===== config.mk =====
export PLATFORM = sky130hd
export DESIGN_NAME = bp_cce_dir_req_ctrl
export DESIGN_NICKNAME = d
export VERILOG_FILES = /design/src/rtl/bp_cce_pkg.sv /design/src/rtl/bp_cce_dir_resp_capture.sv /design/src/rtl/bp_cce_dir_req_ctrl.sv
export SDC_FILE = /design/constraint.sdc
export NUM_CORES = 1
export LEC_CHECK = 0
export BUFFER_PORTS_ARGS = -buffer_cell sky130_fd_sc_hd__clkbuf_2
export CAP_MARGIN = 20
export CELL_PAD_IN_SITES_DETAIL_PLACEMENT = 0
export CELL_PAD_IN_SITES_GLOBAL_PLACEMENT = 2
export CORE_MARGIN = 1.5
export CORE_UTILIZATION = 31
export DETAILED_ROUTE_END_ITERATION = 6
export GPL_TIMING_DRIVEN = 0
export PLACE_DENSITY_LB_ADDON = 0.1
export RECOVER_POWER = 25
export SYNTH_ARGS = -nofsm -noshare
export SYNTH_HDL_FRONTEND = slang
export SYNTH_HIERARCHICAL = 1
export SYNTH_SLANG_ARGS = --single-unit

===== constraint.sdc =====
create_clock -name clk_i -period 3.2 [get_ports clk_i]
set_input_delay 0.32 -clock clk_i [delete_from_list [all_inputs] [get_ports clk_i]]
set_output_delay 0.32 -clock clk_i [all_outputs]
set_load 0.02 [all_outputs]

===== src/rtl/bp_cce_pkg.sv =====
// -----------------------------------------------------------------------------
// bp_cce_pkg
// Shared CCE types: coherence states, directory minor ops, GPR operand ids,
// plus the directory request controller state type and response record.
// -----------------------------------------------------------------------------
package bp_cce_pkg;

    typedef enum logic [2:0] {
        e_COH_I = 3'b000,
        e_COH_S = 3'b001,
        e_COH_E = 3'b010,
        e_COH_F = 3'b011,
        e_COH_M = 3'b110,
        e_COH_O = 3'b111
    } bp_coh_states_e;

    typedef enum logic [3:0] {
        e_rdp_op = 4'b0000,
        e_rdw_op = 4'b0001,
        e_rde_op = 4'b0010,
        e_wdp_op = 4'b0011,
        e_clr_op = 4'b0100,
        e_wde_op = 4'b0101,
        e_wds_op = 4'b0110,
        e_gad_op = 4'b0111
    } bp_cce_inst_minor_dir_op_e;

    typedef enum logic [3:0] {
        e_opd_r0 = 4'b0000,
        e_opd_r1 = 4'b0001,
        e_opd_r2 = 4'b0010,
        e_opd_r3 = 4'b0011,
        e_opd_r4 = 4'b0100,
        e_opd_r5 = 4'b0101,
        e_opd_r6 = 4'b0110,
        e_opd_r7 = 4'b0111
    } bp_cce_inst_opd_gpr_e;

    typedef enum logic [1:0] {
        e_dir_req_ready,
        e_dir_req_issue,
        e_dir_req_wait,
        e_dir_req_resp
    } bp_cce_dir_req_state_e;

    // Field widths of the response record for the default configuration.
    localparam int unsigned dir_resp_paddr_width_lp = 40;
    localparam int unsigned dir_resp_num_lce_lp     = 8;
    localparam int unsigned dir_resp_assoc_width_lp = 3;

    typedef struct packed {
        logic [dir_resp_num_lce_lp-1:0]                           sharers_hits;
        logic [dir_resp_num_lce_lp*dir_resp_assoc_width_lp-1:0]   sharers_ways;
        logic [dir_resp_num_lce_lp*$bits(bp_coh_states_e)-1:0]    sharers_coh_states;
        logic                                                     lru_v;
        logic                                                     lru_cached_excl;
        logic [dir_resp_paddr_width_lp-1:0]                       lru_addr;
        logic [dir_resp_paddr_width_lp-1:0]                       addr;
        bp_cce_inst_opd_gpr_e                                     gpr;
        logic                                                     err;
    } bp_cce_dir_resp_s;

    // Read ops wait for directory results; every other op is a fire-and-forget write.
    function automatic logic dir_op_is_read(input bp_cce_inst_minor_dir_op_e op);
        return (op == e_rdw_op) || (op == e_rde_op);
    endfunction

endpackage


===== src/rtl/bp_cce_dir_resp_capture.sv =====
// -----------------------------------------------------------------------------
// bp_cce_dir_resp_capture
// Capture registers for directory read results. While en_i is high each
// result group is loaded in the cycle its valid is high; clear_i empties all
// groups at the start of a new operation. Contents double as the response.
// Ports:
//   clk_i, reset_i           clock, async active-low reset
//   clear_i                  empty all groups (new operation accepted)
//   en_i                     capture window (controller in WAIT)
//   sharers_*_i / lru_*_i / addr_* / gpr_i   directory result inputs
//   *_o                      captured values
//   sharers_seen_o, addr_seen_o   group captured in an earlier cycle
// -----------------------------------------------------------------------------
module bp_cce_dir_resp_capture
    import bp_cce_pkg::*;
#(
    parameter int unsigned paddr_width_p     = 40,
    parameter int unsigned lce_assoc_width_p = 3,
    parameter int unsigned num_lce_p         = 8
) (
    input  logic                                          clk_i,
    input  logic                                          reset_i,
    input  logic                                          clear_i,
    input  logic                                          en_i,
    input  logic                                          sharers_v_i,
    input  logic [num_lce_p-1:0]                          sharers_hits_i,
    input  logic [num_lce_p*lce_assoc_width_p-1:0]        sharers_ways_i,
    input  logic [num_lce_p*$bits(bp_coh_states_e)-1:0]   sharers_coh_states_i,
    input  logic                                          lru_v_i,
    input  logic                                          lru_cached_excl_i,
    input  logic [paddr_width_p-1:0]                      lru_addr_i,
    input  logic                                          addr_v_i,
    input  logic [paddr_width_p-1:0]                      addr_i,
    input  bp_cce_inst_opd_gpr_e                          gpr_i,
    output logic [num_lce_p-1:0]                          sharers_hits_o,
    output logic [num_lce_p*lce_assoc_width_p-1:0]        sharers_ways_o,
    output logic [num_lce_p*$bits(bp_coh_states_e)-1:0]   sharers_coh_states_o,
    output logic                                          lru_v_o,
    output logic                                          lru_cached_excl_o,
    output logic [paddr_width_p-1:0]                      lru_addr_o,
    output logic [paddr_width_p-1:0]                      addr_o,
    output bp_cce_inst_opd_gpr_e                          gpr_o,
    output logic                                          sharers_seen_o,
    output logic                                          addr_seen_o
);

    always_ff @(posedge clk_i or negedge reset_i) begin
        if (!reset_i) begin
            sharers_hits_o       <= '0;
            sharers_ways_o       <= '0;
            sharers_coh_states_o <= '0;
            sharers_seen_o       <= 1'b0;
            lru_v_o              <= 1'b0;
            lru_cached_excl_o    <= 1'b0;
            lru_addr_o           <= '0;
            addr_o               <= '0;
            gpr_o                <= e_opd_r0;
            addr_seen_o          <= 1'b0;
        end else if (clear_i) begin
            sharers_hits_o       <= '0;
            sharers_ways_o       <= '0;
            sharers_coh_states_o <= '0;
            sharers_seen_o       <= 1'b0;
            lru_v_o              <= 1'b0;
            lru_cached_excl_o    <= 1'b0;
            lru_addr_o           <= '0;
            addr_o               <= '0;
            gpr_o                <= e_opd_r0;
            addr_seen_o          <= 1'b0;
        end else if (en_i) begin
            if (sharers_v_i) begin
                sharers_hits_o       <= sharers_hits_i;
                sharers_ways_o       <= sharers_ways_i;
                sharers_coh_states_o <= sharers_coh_states_i;
                sharers_seen_o       <= 1'b1;
            end
            if (lru_v_i) begin
                lru_v_o           <= 1'b1;
                lru_cached_excl_o <= lru_cached_excl_i;
                lru_addr_o        <= lru_addr_i;
            end
            if (addr_v_i) begin
                addr_o      <= addr_i;
                gpr_o       <= gpr_i;
                addr_seen_o <= 1'b1;
            end
        end
    end

endmodule


===== src/rtl/bp_cce_dir_req_ctrl.sv =====
// -----------------------------------------------------------------------------
// bp_cce_dir_req_ctrl
// Request-side controller for the CCE coherence directory. Takes one
// directory op at a time (req valid/ready), issues it with a single-cycle
// read or write strobe once the directory is not busy, collects read results
// and returns them registered (resp valid/yumi). A WAIT-phase timeout
// reports a directory that never answers via resp_err_o.
// Ports:
//   clk_i, reset_i                 clock, async active-low reset
//   req_*                          incoming op and its operands
//   dir_*_o                        registered op/operands and strobes to directory
//   dir_busy_i, dir_*_v_i, ...     directory status and results
//   resp_*                         captured results, error flag, handshake
// -----------------------------------------------------------------------------
module bp_cce_dir_req_ctrl
    import bp_cce_pkg::*;
#(
    parameter int unsigned paddr_width_p     = 40,
    parameter int unsigned lce_id_width_p    = 4,
    parameter int unsigned lce_assoc_width_p = 3,
    parameter int unsigned num_lce_p         = 8,
    parameter int unsigned timeout_p         = 64
) (
    input  logic                                          clk_i,
    input  logic                                          reset_i,

    input  logic                                          req_v_i,
    output logic                                          req_ready_o,
    input  bp_cce_inst_minor_dir_op_e                     req_cmd_i,
    input  logic [paddr_width_p-1:0]                      req_addr_i,
    input  logic                                          req_addr_bypass_i,
    input  logic [lce_id_width_p-1:0]                     req_lce_i,
    input  logic [lce_assoc_width_p-1:0]                  req_way_i,
    input  logic [lce_assoc_width_p-1:0]                  req_lru_way_i,
    input  bp_coh_states_e                                req_coh_state_i,
    input  bp_cce_inst_opd_gpr_e                          req_gpr_i,

    output logic [paddr_width_p-1:0]                      dir_addr_o,
    output logic                                          dir_addr_bypass_o,
    output logic [lce_id_width_p-1:0]                     dir_lce_o,
    output logic [lce_assoc_width_p-1:0]                  dir_way_o,
    output logic [lce_assoc_width_p-1:0]                  dir_lru_way_o,
    output bp_coh_states_e                                dir_coh_state_o,
    output bp_cce_inst_opd_gpr_e                          dir_addr_dst_gpr_o,
    output bp_cce_inst_minor_dir_op_e                     dir_cmd_o,
    output logic                                          dir_r_v_o,
    output logic                                          dir_w_v_o,

    input  logic                                          dir_busy_i,
    input  logic                                          dir_sharers_v_i,
    input  logic [num_lce_p-1:0]                          dir_sharers_hits_i,
    input  logic [num_lce_p*lce_assoc_width_p-1:0]        dir_sharers_ways_i,
    input  logic [num_lce_p*$bits(bp_coh_states_e)-1:0]   dir_sharers_coh_states_i,
    input  logic                                          dir_lru_v_i,
    input  logic                                          dir_lru_cached_excl_i,
    input  logic [paddr_width_p-1:0]                      dir_lru_addr_i,
    input  logic                                          dir_addr_v_i,
    input  logic [paddr_width_p-1:0]                      dir_addr_i,
    input  bp_cce_inst_opd_gpr_e                          dir_addr_dst_gpr_i,

    output logic                                          resp_v_o,
    input  logic                                          resp_yumi_i,
    output logic [num_lce_p-1:0]                          resp_sharers_hits_o,
    output logic [num_lce_p*lce_assoc_width_p-1:0]        resp_sharers_ways_o,
    output logic [num_lce_p*$bits(bp_coh_states_e)-1:0]   resp_sharers_coh_states_o,
    output logic                                          resp_lru_v_o,
    output logic                                          resp_lru_cached_excl_o,
    output logic [paddr_width_p-1:0]                      resp_lru_addr_o,
    output logic [paddr_width_p-1:0]                      resp_addr_o,
    output bp_cce_inst_opd_gpr_e                          resp_gpr_o,
    output logic                                          resp_err_o
);

    localparam int unsigned cnt_width_lp = $clog2(timeout_p);
    localparam logic [cnt_width_lp-1:0] cnt_max_lp = cnt_width_lp'(timeout_p - 1);

    bp_cce_dir_req_state_e state_r, state_n;
    logic [cnt_width_lp-1:0] cnt_r;
    logic accept, done, timeout, in_wait;
    logic sharers_seen, addr_seen;

    assign in_wait = (state_r == e_dir_req_wait);

    // Completion may use a result arriving in the same cycle as well as one
    // captured earlier, so the minimum read latency stays at three cycles.
    always_comb begin
        done = 1'b0;
        if (!dir_busy_i) begin
            if (dir_cmd_o == e_rdw_op)
                done = sharers_seen | dir_sharers_v_i;
            else if (dir_cmd_o == e_rde_op)
                done = addr_seen | dir_addr_v_i;
        end
    end

    assign timeout = (cnt_r == cnt_max_lp);

    always_ff @(posedge clk_i or negedge reset_i) begin
        if (!reset_i)
            state_r <= e_dir_req_ready;
        else
            state_r <= state_n;
    end

    always_comb begin
        state_n     = state_r;
        accept      = 1'b0;
        req_ready_o = 1'b0;
        dir_r_v_o   = 1'b0;
        dir_w_v_o   = 1'b0;
        resp_v_o    = 1'b0;
        case (state_r)
            e_dir_req_ready: begin
                // Gated by reset so every output reads zero while reset is held.
                req_ready_o = reset_i;
                if (req_v_i) begin
                    accept  = 1'b1;
                    state_n = e_dir_req_issue;
                end
            end
            e_dir_req_issue: begin
                if (!dir_busy_i) begin
                    if (dir_op_is_read(dir_cmd_o)) begin
                        dir_r_v_o = 1'b1;
                        state_n   = e_dir_req_wait;
                    end else begin
                        dir_w_v_o = 1'b1;
                        state_n   = e_dir_req_ready;
                    end
                end
            end
            e_dir_req_wait: begin
                if (done || timeout)
                    state_n = e_dir_req_resp;
            end
            e_dir_req_resp: begin
                resp_v_o = 1'b1;
                if (resp_yumi_i)
                    state_n = e_dir_req_ready;
            end
            default: state_n = e_dir_req_ready;
        endcase
    end

    // Operand registers presented to the directory.
    always_ff @(posedge clk_i or negedge reset_i) begin
        if (!reset_i) begin
            dir_addr_o         <= '0;
            dir_addr_bypass_o  <= 1'b0;
            dir_lce_o          <= '0;
            dir_way_o          <= '0;
            dir_lru_way_o      <= '0;
            dir_coh_state_o    <= e_COH_I;
            dir_addr_dst_gpr_o <= e_opd_r0;
            dir_cmd_o          <= e_rdp_op;
        end else if (accept) begin
            dir_addr_o         <= req_addr_i;
            dir_addr_bypass_o  <= req_addr_bypass_i;
            dir_lce_o          <= req_lce_i;
            dir_way_o          <= req_way_i;
            dir_lru_way_o      <= req_lru_way_i;
            dir_coh_state_o    <= req_coh_state_i;
            dir_addr_dst_gpr_o <= req_gpr_i;
            dir_cmd_o          <= req_cmd_i;
        end
    end

    // WAIT cycle counter; saturates instead of wrapping.
    always_ff @(posedge clk_i or negedge reset_i) begin
        if (!reset_i)
            cnt_r <= '0;
        else if (accept)
            cnt_r <= '0;
        else if (in_wait && !timeout)
            cnt_r <= cnt_r + cnt_width_lp'(1);
    end

    // Error flag: set only when WAIT ends without completion.
    always_ff @(posedge clk_i or negedge reset_i) begin
        if (!reset_i)
            resp_err_o <= 1'b0;
        else if (accept)
            resp_err_o <= 1'b0;
        else if (in_wait && (done || timeout))
            resp_err_o <= ~done;
    end

    bp_cce_dir_resp_capture #(
        .paddr_width_p     (paddr_width_p),
        .lce_assoc_width_p (lce_assoc_width_p),
        .num_lce_p         (num_lce_p)
    ) capture (
        .clk_i                (clk_i),
        .reset_i              (reset_i),
        .clear_i              (accept),
        .en_i                 (in_wait),
        .sharers_v_i          (dir_sharers_v_i),
        .sharers_hits_i       (dir_sharers_hits_i),
        .sharers_ways_i       (dir_sharers_ways_i),
        .sharers_coh_states_i (dir_sharers_coh_states_i),
        .lru_v_i              (dir_lru_v_i),
        .lru_cached_excl_i    (dir_lru_cached_excl_i),
        .lru_addr_i           (dir_lru_addr_i),
        .addr_v_i             (dir_addr_v_i),
        .addr_i               (dir_addr_i),
        .gpr_i                (dir_addr_dst_gpr_i),
        .sharers_hits_o       (resp_sharers_hits_o),
        .sharers_ways_o       (resp_sharers_ways_o),
        .sharers_coh_states_o (resp_sharers_coh_states_o),
        .lru_v_o              (resp_lru_v_o),
        .lru_cached_excl_o    (resp_lru_cached_excl_o),
        .lru_addr_o           (resp_lru_addr_o),
        .addr_o               (resp_addr_o),
        .gpr_o                (resp_gpr_o),
        .sharers_seen_o       (sharers_seen),
        .addr_seen_o          (addr_seen)
    );

`ifndef SYNTHESIS
    strobes_exclusive: assert property (@(posedge clk_i) disable iff (!reset_i)
        !(dir_r_v_o && dir_w_v_o));
    no_strobe_when_busy: assert property (@(posedge clk_i) disable iff (!reset_i)
        !((dir_r_v_o || dir_w_v_o) && dir_busy_i));
`endif

endmodule


# == Yosys cells after proc, flatten, opt, wreduce, memory -nomap -nowiden ==
# Index checks and enable logic that the tools add are counted.
# word_totals
memories,0
latchBits,0
in_bits,211
ramBits,0
reg_bits,215
romBits,0
out_inout_bits,209
# classes
add_sub_neg,1
n_mux,53
bitwise,3
eq_ne,10
n_lt_le_gt_ge,0
reduce_logical,16
shifts,0
multipliers,0
div,0
# op_table
operator,n
40-bit two-way mux,6
24-bit two-way mux,6
1-bit two-way mux,27
8-bit two-way mux,3
4-bit two-way mux,3
6-bit two-way mux,2
2-bit nonzero test,6
2-bit two-way mux,5
2-bit one-hot mux with 4 select lines,1
6-bit by 1-bit adder with 6-bit output (second input constant),1
6-bit == test (second input constant),1
2-bit inequality test (second input constant),3
2-bit AND reduction,3
2-bit == test (second input constant),2
4-bit by 1-bit == test with 1-bit output (second input constant),1
4-bit by 2-bit == test with 1-bit output (second input constant),1
4-bit AND reduction,1
2-bit by 1-bit == test with 1-bit output (second input constant),1
1-bit logical AND,2
2-bit logical NOT,1
1-bit logical OR,2
2-bit by 1-bit inequality test with 1-bit output (second input constant),1
1-bit bitwise OR,2
1-bit logical NOT,1
1-bit NOT,1

# == Logic depth before layout (Yosys ltp) ==
# Gate-level depths: netlist (run 1).
# depth
ltp_word,8
ltp_mapped,8

# == Modules after synthesis ==
# The synthesis (run 1) kept the hierarchy.
# modules_own_cells
module,cells_per_inst,instances,seq_area_each_um2,area_per_inst_um2
bp_cce_dir_resp_capture,653,1,3603.5,6936.7
bp_cce_dir_req_ctrl,189,1,1776.7,2851.5

# == Worst setup path after synthesis (run 1) ==
# Ideal clock, no wire load.
# synth_timing
path_type,flip-flop to flip-flop
from,reg (tool-made name)
to,reg capture.lru_addr_o[20]
path_stages_with_launch,8
t_required_ns,3.064
period_less_slack_ns,1.791
slack_ns,1.409
arrival_time_ns,1.655
setup_ns,0.136
path_cell_list,dfrtp_1 > buf_4 > nor3b_4 > buf_4 > buf_2 > buf_2 > buf_1 > a21oi_1
# synth_lines
item,line,rtl
to (signal assigned),bp_cce_dir_resp_capture.sv:80,lru_addr_o <= lru_addr_i;
to (decl),bp_cce_dir_resp_capture.sv:40,"output logic [paddr_width_p-1:0] lru_addr_o,"

==> results.ini, run 1 <==
[run_status]
run_status=finished, final reports clean

[synth]
synth.area.top_cells=dfrtp_1 55%, a21bo_1 10%, mux2_2 7.2%
netlist.area_leader.share_pct=55.0
syn_avg_cell_area_um2=11.6
netlist_instances=842
synth_top_family_by_area=compound AO/OA/AOI/OAI gates
synth_flop_cell=dfrtp_1
synth_mux_area_share_pct=7.45
async_flop_share_pct=100
ys_types=34
netlist_area_um2=9790
seq_area_frac_synth_pct=55.0
synth_edf_count=0
synthAdderAreaFrac_pct=0.128
synth_xor_area_share_pct=0.0895
synth_nets=1054
synth-seq-cells=215
yosys_warnings=6
post-synth-top-area-cell=dfrtp_1
synth_compound_area_share_pct=22.6
synth-simple-area-share_pct=9.31

[setup_path]
cp_max_fo=10
arrival_ps=2920
cp-start-kind=flop
r2r_slack_ps=670
crit_path_end_kind=flop
path_class=flop to flop
required_ps=3590

[layout]
multiInputGateArea_um2=3880
seqCellArea_um2=5380
syn_to_final_growth_pct=54.1
drive_gt1_share_pct=42.6
final_net_count=1679
nFillCells=2896
fin_util_pct=48.9

[sta]
setup_slack_ps=667
max_freq_mhz=395
setup_viol=0
rsz0062_at_grt=false
slew_headroom_pct=11.9
final.period_utilization_pct=79.2
period_needed_ps=2530
report.final.slew_viol_count=0
final.setup_skew_ps=9.10
worst_pin_slew_ps=1320
hold_viol=0
setup_tns_ps=0

[global_route]
grt_pass1_vias=9490
grt_pass1_wl_um=54600
grt_usage_pct=21.0
grt.overflow.total=0
grt_max_degree=91
antenna_found_initial=2

[route]
drc=0
wl_um=34800
viasPerCell=4.73
post_drt_wl_per_cell_um=18.5
vias=8901
drtAntennaViolNets=0
dr.pass1.iters=4
first_iter_violations=314

[clocking]
root_buffer=clkbuf_16
ctsResizeCount=0
clk_latency_ps=540
cts_sinks=215
clk_pin_slew_ps=60
clockBufferDepth=3
cts_made_buffers=28
cts_tree=yes
htreeDepth=1

[power_and_ir_drop]
sw_frac_of_total_pct=38.4
clock_power_share_pct=24.3
p_leak_uw=0.00744
p_per_area_nw_per_um2=846
seq_power_share_pct=33.1
internal_power_uw=7860
ir_drop_v=0.000516
share_comb_of_total_power_pct=42.6
p_switching_uw=4910

[placement]
dp_slack_ps=568
numPortBuffers=418
dp_hpwl_um=24800
place_congestion=0.776

[floorplanning]
chipHeight_um=181
die-area_um2=32600
start_util_pct=31.7
rows=64
num_io_pins=420
core_um2=30800
die_x_um=181

[job]
maxCapViolCount=0

[min_path]
min_path_type=input port to flop

-- final cells by class --
class | count | area share, %
Inverter | 1 | 0.0249
Tap cell | 396 | 3.28
Multi-Input combinational cell | 537 | 25.7
Antenna cell | 1 | 0.0166
Clock inverter | 2 | 0.0663
Clock buffer | 47 | 5.99
Sequential cell | 215 | 35.7
Timing Repair Buffer | 595 | 25.8
Buffer | 89 | 3.49
-- sequential cells by signal, summed over array words and instances (netlist names), 6 cells and up, named ones only --
name                          count
capture/sharers_hits_o            8
capture/lru_addr_o               40
cnt_r                             6
capture/sharers_ways_o           24
capture/sharers_coh_states_o     24
capture/addr_o                   40
dir_addr_o                       40
-- worst max-delay path: stages, from the launching register on --
cell and delay [ps]:
dfrtp_1 360, buf_4 160, nor3b_4 410, buf_4 270, buf_2 270, buf_2 320
clkbuf_1 500, a21oi_1 90
-- cells in the mapped netlist, types with 2 or more instances --
cell type and count:
a21bo_1 98, a21bo_2 43, a21oi_1 141, a21oi_2 6, and3_1 2, buf_1 2
buf_2 31, buf_4 11, buf_6 15, clkbuf_1 30, dfrtp_1 215, mux2_2 63
mux2i_1 2, nand2_1 2, nand2b_1 4, nand3_1 141, nand4_1 3, nor2_1 6
nor2b_1 3, nor3_1 6, nor3b_1 3, o21ai_0 3
-- routing by layer --
| metal | part of all wire (%) | global-route usage (%) | vias up |
|---|---|---|---|
| li1 | - | - | 4270 |
| met1 | 42 | 26.2 | 4277 |
| met2 | 48 | 35.2 | 300 |
| met3 | 7.2 | 5.89 | 52 |
| met4 | 2.9 | 6.15 | 2 |
| met5 | 0.032 | 0 | - |
-- cell families after synthesis --
| logic type | after synthesis |
|---|---|
| buf+inv | 90 |
| fa+ha+maj | 1 |
| simple gates | 175 |
| compound gates | 295 |
| flops | 215 |
| xor+xnor | 1 |
| mux | 65 |
-- worst paths after layout --
path,from,end,cells past startpoint
hold reg to reg,capture/lru_v_o$_DFFE_PN0P_,capture/lru_v_o$_DFFE_PN0P_,2
setup reg to reg,flop,capture/lru_addr_o[31]$_DFFE_PN0P_,7
min in group asynchronous,reset_i,dir_addr_o[9]$_DFFE_PN0P_,2
max in group asynchronous,reset_i,capture/lru_addr_o[10]$_DFFE_PN0P_,3
setup / recovery,flop,capture/lru_addr_o[31]$_DFFE_PN0P_,7
hold / removal,dir_lru_addr_i[30],capture/lru_addr_o[30]$_DFFE_PN0P_,3
-- cells in the final DEF, fill, tap and decap left out, types with 11 or more instances in the layout --
master	netlist	final
clkbuf_2	0	417
mux2_2	63	63
dfrtp_1	215	215
dlygate4sd3_1	0	175
buf_4	11	11
a21bo_2	43	43
nand3_1	141	141
buf_6	15	15
buf_2	31	31
clkbuf_8	0	12
clkbuf_1	30	37
a21oi_1	141	141
a21bo_1	98	98
clkbuf_16	0	29
-- power groups by stage --
stage	logic [uW]	clock network, uW	registers (uW)
global route	5860	3300	4350
detailed placement	5340	0	4260
finish	5440	3100	4220
floorplan	2270	0	5360
CTS	5530	3210	4230
global placement	5320	0	4240
-- metrics by stage --
step	hold slack [ps]	power, uW	instances	instance area, um2
floorplan	24.4	7630	842	9790
global placement	478	9550	1656	12400
detailed placement	286	9600	1658	12400
CTS	0.390	13000	1882	15100
global route	13.7	13500	1883	15100
finish	24.5	12800	1883	15100
-- timing repair --
| item | in CTS | in global routing |
|---|---|---|
| setup endpoints to repair | 0 | 0 |
| endpoints found under the hold margin | 212 | 0 |
| buffers inserted | 0 | 0 |
| hold buffers | 175 | 0 |
No activity file was read; power rests on OpenSTA's default activity.
==> run 2: changes to the inputs <==
CORE_UTILIZATION = 29   (was 31)
clock period = 2.4 ns   (was 3.2 ns; I/O delays follow)
==> run 2 against run 1 <==
  * Via count up 1.7%
  * Clock skew down 2.4 ps
  * Clock-buffer cell count down 8
  * Setup slack worse by 400 ps
  * First-iteration DRC count unchanged
  * Cell area up 3.1%
  * Clock power up 44%
  * Combinational power up 36%
  * Wire length up 3.7%
  * Sequential power up 34%
  * Critical endpoint is now dir_r_v_o
==> results.ini, run 2 (same netlist as run 1, synthesis figures left out) <==
[floorplanning]
num_io_pins=420
core_um2=33400
die_x_um=187
rows=67
die-area_um2=34900
start_util_pct=29.3
chipHeight_um=187

[clocking]
cts_tree=yes
root_buffer=clkbuf_16
cts_made_buffers=28
clk_pin_slew_ps=60
clk_latency_ps=540
htreeDepth=1
clockBufferDepth=3
cts_sinks=215

[global_route]
grt_pass1_wl_um=56900
grt_usage_pct=20.5
grt.overflow.total=0
antenna_found_initial=0
grt_max_degree=87
grt_pass1_vias=9814

[route]
vias=9051
highest_layer=met4
drc=0
post_drt_wl_per_cell_um=18.3
dr_wl_met3_um=2480
viasPerCell=4.59
first_iter_violations=314
dr.pass1.iters=4
met1_length_um=15400
drtAntennaViolNets=0
wl_um=36100
wl_met2_um=17500

[placement]
numPortBuffers=418
dp_hpwl_um=25600
place_congestion=0.746
dp.cells=1710

[power_and_ir_drop]
p_leak_uw=0.00763
finalPower_uw=17500
ir_drop_v=0.000665
p_per_area_nw_per_um2=1120

[setup_path]
crit_chain=xnor2_1, nor3_1, nor3b_1, clkbuf_2
arrival_ps=1890
crit_path_top_delay_cell=dfrtp_1
cp-start-kind=flop
r2r_slack_ps=280
crit_path_end_kind=output port
required_ps=2160
slowest_delay_ps=420
r2r_cells=7
r2r_end=capture/lru_addr_o[32]$_DFFE_PN0P_
cp_max_fo=5
path_class=flop to output port

[layout]
final_net_count=1713
multiInputGateArea_um2=3880
nFillCells=3282
reg_top3=capture/addr_o (40), capture/lru_addr_o (40), dir_addr_o (40)
finalNonFillerCells=1971
diodes=0
final_common_cell=clkbuf_2
final_cell_mix=420 x clkbuf_2, 215 x dfrtp_1, 206 x dlygate4sd3_1
seqCellArea_um2=5380
syn_to_final_growth_pct=58.9
drive_gt1_share_pct=42.3

[min_path]
whs_endpoint=capture/lru_addr_o[0]$_DFFE_PN0P_
min_path_cells=3
hold_path_startpoint=dir_lru_v_i
min_path_type=input port to flop

[run_status]
run_status=finished, final reports clean

[sta]
final.setup_skew_ps=6.70
setup_viol=0
whs_ps=86.5
rsz0062_at_grt=false
hold_viol=0
max_freq_mhz=469
report.final.slew_viol_count=0
final.period_utilization_pct=88.9
slew_headroom_pct=4.04
worst_pin_slew_ps=1440
period_needed_ps=2130

[job]
maxCapViolCount=0

run 2: layout make-up:
| cell class | count | share of cell area, % |
|---|---|---|
| clock inverters | 13 | 1.08 |
| well taps | 448 | 3.60 |
| inverters | 1 | 0.0241 |
| flip-flops and latches | 215 | 34.6 |
| plain buffers | 89 | 3.41 |
| repair buffers | 629 | 27.1 |
| multi-input cells | 537 | 24.9 |
| clock buffers | 39 | 5.23 |
run 2: per-layer routing:
| layer | GRT usage, % | vias to the layer above |
|---|---|---|
| li1 | - | 4348 |
| met1 | 25.8 | 4338 |
| met2 | 35.0 | 318 |
| met3 | 5.23 | 47 |
| met4 | 4.93 | 0 |
| met5 | 0 | - |
run 2: worst max-delay path, delay by kind of cell (launching register included):
family	cells	cell delay, ps
buffers and inverters	1	250
DFF	1	420
xor gates and xnor gates	1	160
and+or+nand+nor	2	510
run 2: what timing repair did:
| item | CTS | global route |
|---|---|---|
| resized for setup | 3 | 0 |
| endpoints found under the setup margin | 30 | 52 |
| setup buffers | 0 | 2 |
| pin swaps | 0 | 1 |
| hold buffers | 207 | 0 |
| hold endpoints to repair | 258 | 0 |
run 2: worst max path at each step:
| stage | start | cells past startpoint | slack (ps) | endpoint |
|---|---|---|---|---|
| 2_1_floorplan | flop | 7 | 610 | capture/lru_addr_o[20]$_DFFE_PN0P_ |
| 3_3_place_gp | reset_i | 1 | -3910 | capture/sharers_coh_states_o[13]$_DFFE_PN0P_ |
| 3_5_place_dp | flop | 7 | -160 | capture/lru_addr_o[31]$_DFFE_PN0P_ |
| 4_1_cts | flop | 7 | 40 | capture/lru_addr_o[31]$_DFFE_PN0P_ |
| 5_1_grt | dir_cmd_o[0]$_DFFE_PN0P_ | 4 | 70 | dir_r_v_o |
| 6_report | dir_cmd_o[0]$_DFFE_PN0P_ | 4 | 270 | dir_r_v_o |
run 2: through the flow:
stage	TNS (ps)	setup WS, ps	area, um2	util, %
after floorplan	0	609	9790	-
after global placement	-840640	-3910	12400	37.3
after detailed placement	-3240	-157	12500	37.5
after CTS	0	36.7	15600	46.7
after global routing	0	65.5	15600	46.6
final	0	267	15600	46.6
run 2: report_power, final:
part / internal (uW) / total (uW) / switching, uW / leakage [uW]
clock: 2780 / 4450 / 1670 / 0.000487
combinational: 3100 / 7390 / 4290 / 0.00431
sequential: 4920 / 5650 / 732 / 0.00284
total: 10800 / 17500 / 6680 / 0.00763
==> run 3: changes to the inputs <==
CORE_UTILIZATION = 26   (was 29)
clock period = 1.9 ns   (was 2.4 ns; I/O delays follow)
==> run 3 against run 2 <==
  * The flow now finishes with violations (hold timing)
  * Via count grew 0.53%
  * Hold slack worse by 150 ps
  * Clock-buffer cell count increased by 1
  * First-iteration DRC count shrank 1.9%
  * Largest cell class unchanged
  * Non-clock buffer count increased by 4
  * Combinational power increased by 29%
  * Die area grew 11%
  * Total power rose by 24%
  * Largest power group unchanged
  * Clock skew up 9.7 ps
==> results.ini, run 3 (same netlist as run 1, synthesis figures left out) <==
[run_status]
run_status=finished with violations
violations=hold timing

[global_route]
grt_pass1_vias=9832
grt_pass1_wl_um=56500
antenna_found_initial=2
grt.overflow.total=0
grt_usage_pct=18.6
grt_max_degree=85

[setup_path]
path_class=flop to output port
r2r_cells=8
cp-start-kind=flop
cp_max_fo=2
crit_path_end_kind=output port
required_ps=1710
r2r_slack_ps=160
r2r_end=capture/addr_o[36]$_DFFE_PN0P_
arrival_ps=1710

[route]
dr.pass1.iters=4
vias=9099
first_iter_violations=308
post_drt_wl_per_cell_um=18.2
drc=0
drtAntennaViolNets=0
wl_um=36700
viasPerCell=4.50

[floorplanning]
die_x_um=197
rows=70
die-area_um2=38800
start_util_pct=26.5
num_io_pins=420
core_um2=36900
chipHeight_um=197

[sta]
setup_tns_ps=0
rsz0062_at_grt=true
worst_pin_slew_ps=1290
slew_headroom_pct=13.8
report.final.slew_viol_count=0
max_freq_mhz=528
whs_ps=-66.6
final.period_utilization_pct=99.7
period_needed_ps=1900
final.setup_skew_ps=16.4
setup_slack_ps=4.91
hold_viol=82
setup_viol=0

[layout]
final_cell_mix=421 x clkbuf_2, 215 x dfrtp_1, 206 x dlygate4sd3_1
drive_gt1_share_pct=42.5
reg_top3=capture/addr_o (40), capture/lru_addr_o (40), dir_addr_o (40)
finalNonFillerCells=2022
final_net_count=1716
final_common_cell=clkbuf_2
syn_to_final_growth_pct=59.7

[power_and_ir_drop]
ir_drop_v=0.000969
p_per_area_nw_per_um2=1390
p_leak_uw=0.00762

[placement]
place_congestion=0.738
dp.cells=1766
numPortBuffers=418
dp_hpwl_um=26000
dp_slack_ps=-748

[clocking]
clockBufferDepth=3
clk_pin_slew_ps=60
clk_latency_ps=550
cts_tree=yes
cts_made_buffers=27
htreeDepth=1
cts_sinks=215
root_buffer=clkbuf_16
ctsHoldBuffers=208

[min_path]
min_path_type=input port to async pin

[job]
maxCapViolCount=0

-- run 3: layout make-up --
cell class | instances | area (um2)
inverter | 1 | 3.75
antenna | 1 | 2.50
clock inverter | 2 | 38.8
multi-input combinational | 537 | 3900
sequential | 215 | 5380
clock buffer | 40 | 805
buffer | 88 | 574
tap | 504 | 631
timing repair buffer | 634 | 4290
fill | 3716 | 21200
-- run 3: metrics by stage --
step / area [um2] / power (uW) / hold slack (ps) / util [%]
after CTS: 15600 / 21900 / -272 / 42.3
after global placement: 12500 / 16200 / 421 / 33.9
after floorplan: 9790 / 12800 / -106 / -
after global routing: 15600 / 22900 / -26.0 / 42.4
after detailed placement: 12600 / 16300 / 182 / 34.1
final: 15600 / 21700 / -66.6 / 42.4
-- run 3: worst max-delay path, cell delays in order (launching register included) --
cell and delay (ps):
dfrtp_1 410, xnor2_2 160, nor3_2 160, nor3b_4 270, buf_6 160
-- run 3: repair_timing --
action,in CTS,in global routing
endpoints found under the setup margin,146,81
gates resized for setup,13,27
setup buffers,6,0
endpoints found under the hold margin,254,166
pin swaps,2,1
-- run 3: where the power goes --
group	internal (uW)	switching, uW
Combinational	4030	5470
Sequential	6220	893
Clock	3010	2040
Total	13300	8400
-- run 3: how the worst max path moves through the flow --
stage / start / cells past startpoint / end / slack (ps)
2_1_floorplan: flop / 7 / capture/lru_addr_o[20]$_DFFE_PN0P_ / 110
3_3_place_gp: reset_i / 1 / dir_addr_o[34]$_DFFE_PN0P_ / -4400
3_5_place_dp: flop / 7 / capture/lru_addr_o[37]$_DFFE_PN0P_ / -750
4_1_cts: dir_cmd_o[1]$_DFFE_PN0P_ / 4 / dir_r_v_o / -60
5_1_grt: dir_cmd_o[1]$_DFFE_PN0P_ / 4 / dir_r_v_o / -80
6_report: dir_cmd_o[1]$_DFFE_PN0P_ / 4 / dir_r_v_o / 5
-- run 3: per-layer routing --
layer / share of wire (%) / GRT usage [%]
met5: 0.030 / 0
met4: 2.3 / 4.30
met3: 6.7 / 5.34
met2: 47 / 30.8
met1: 44 / 23.9
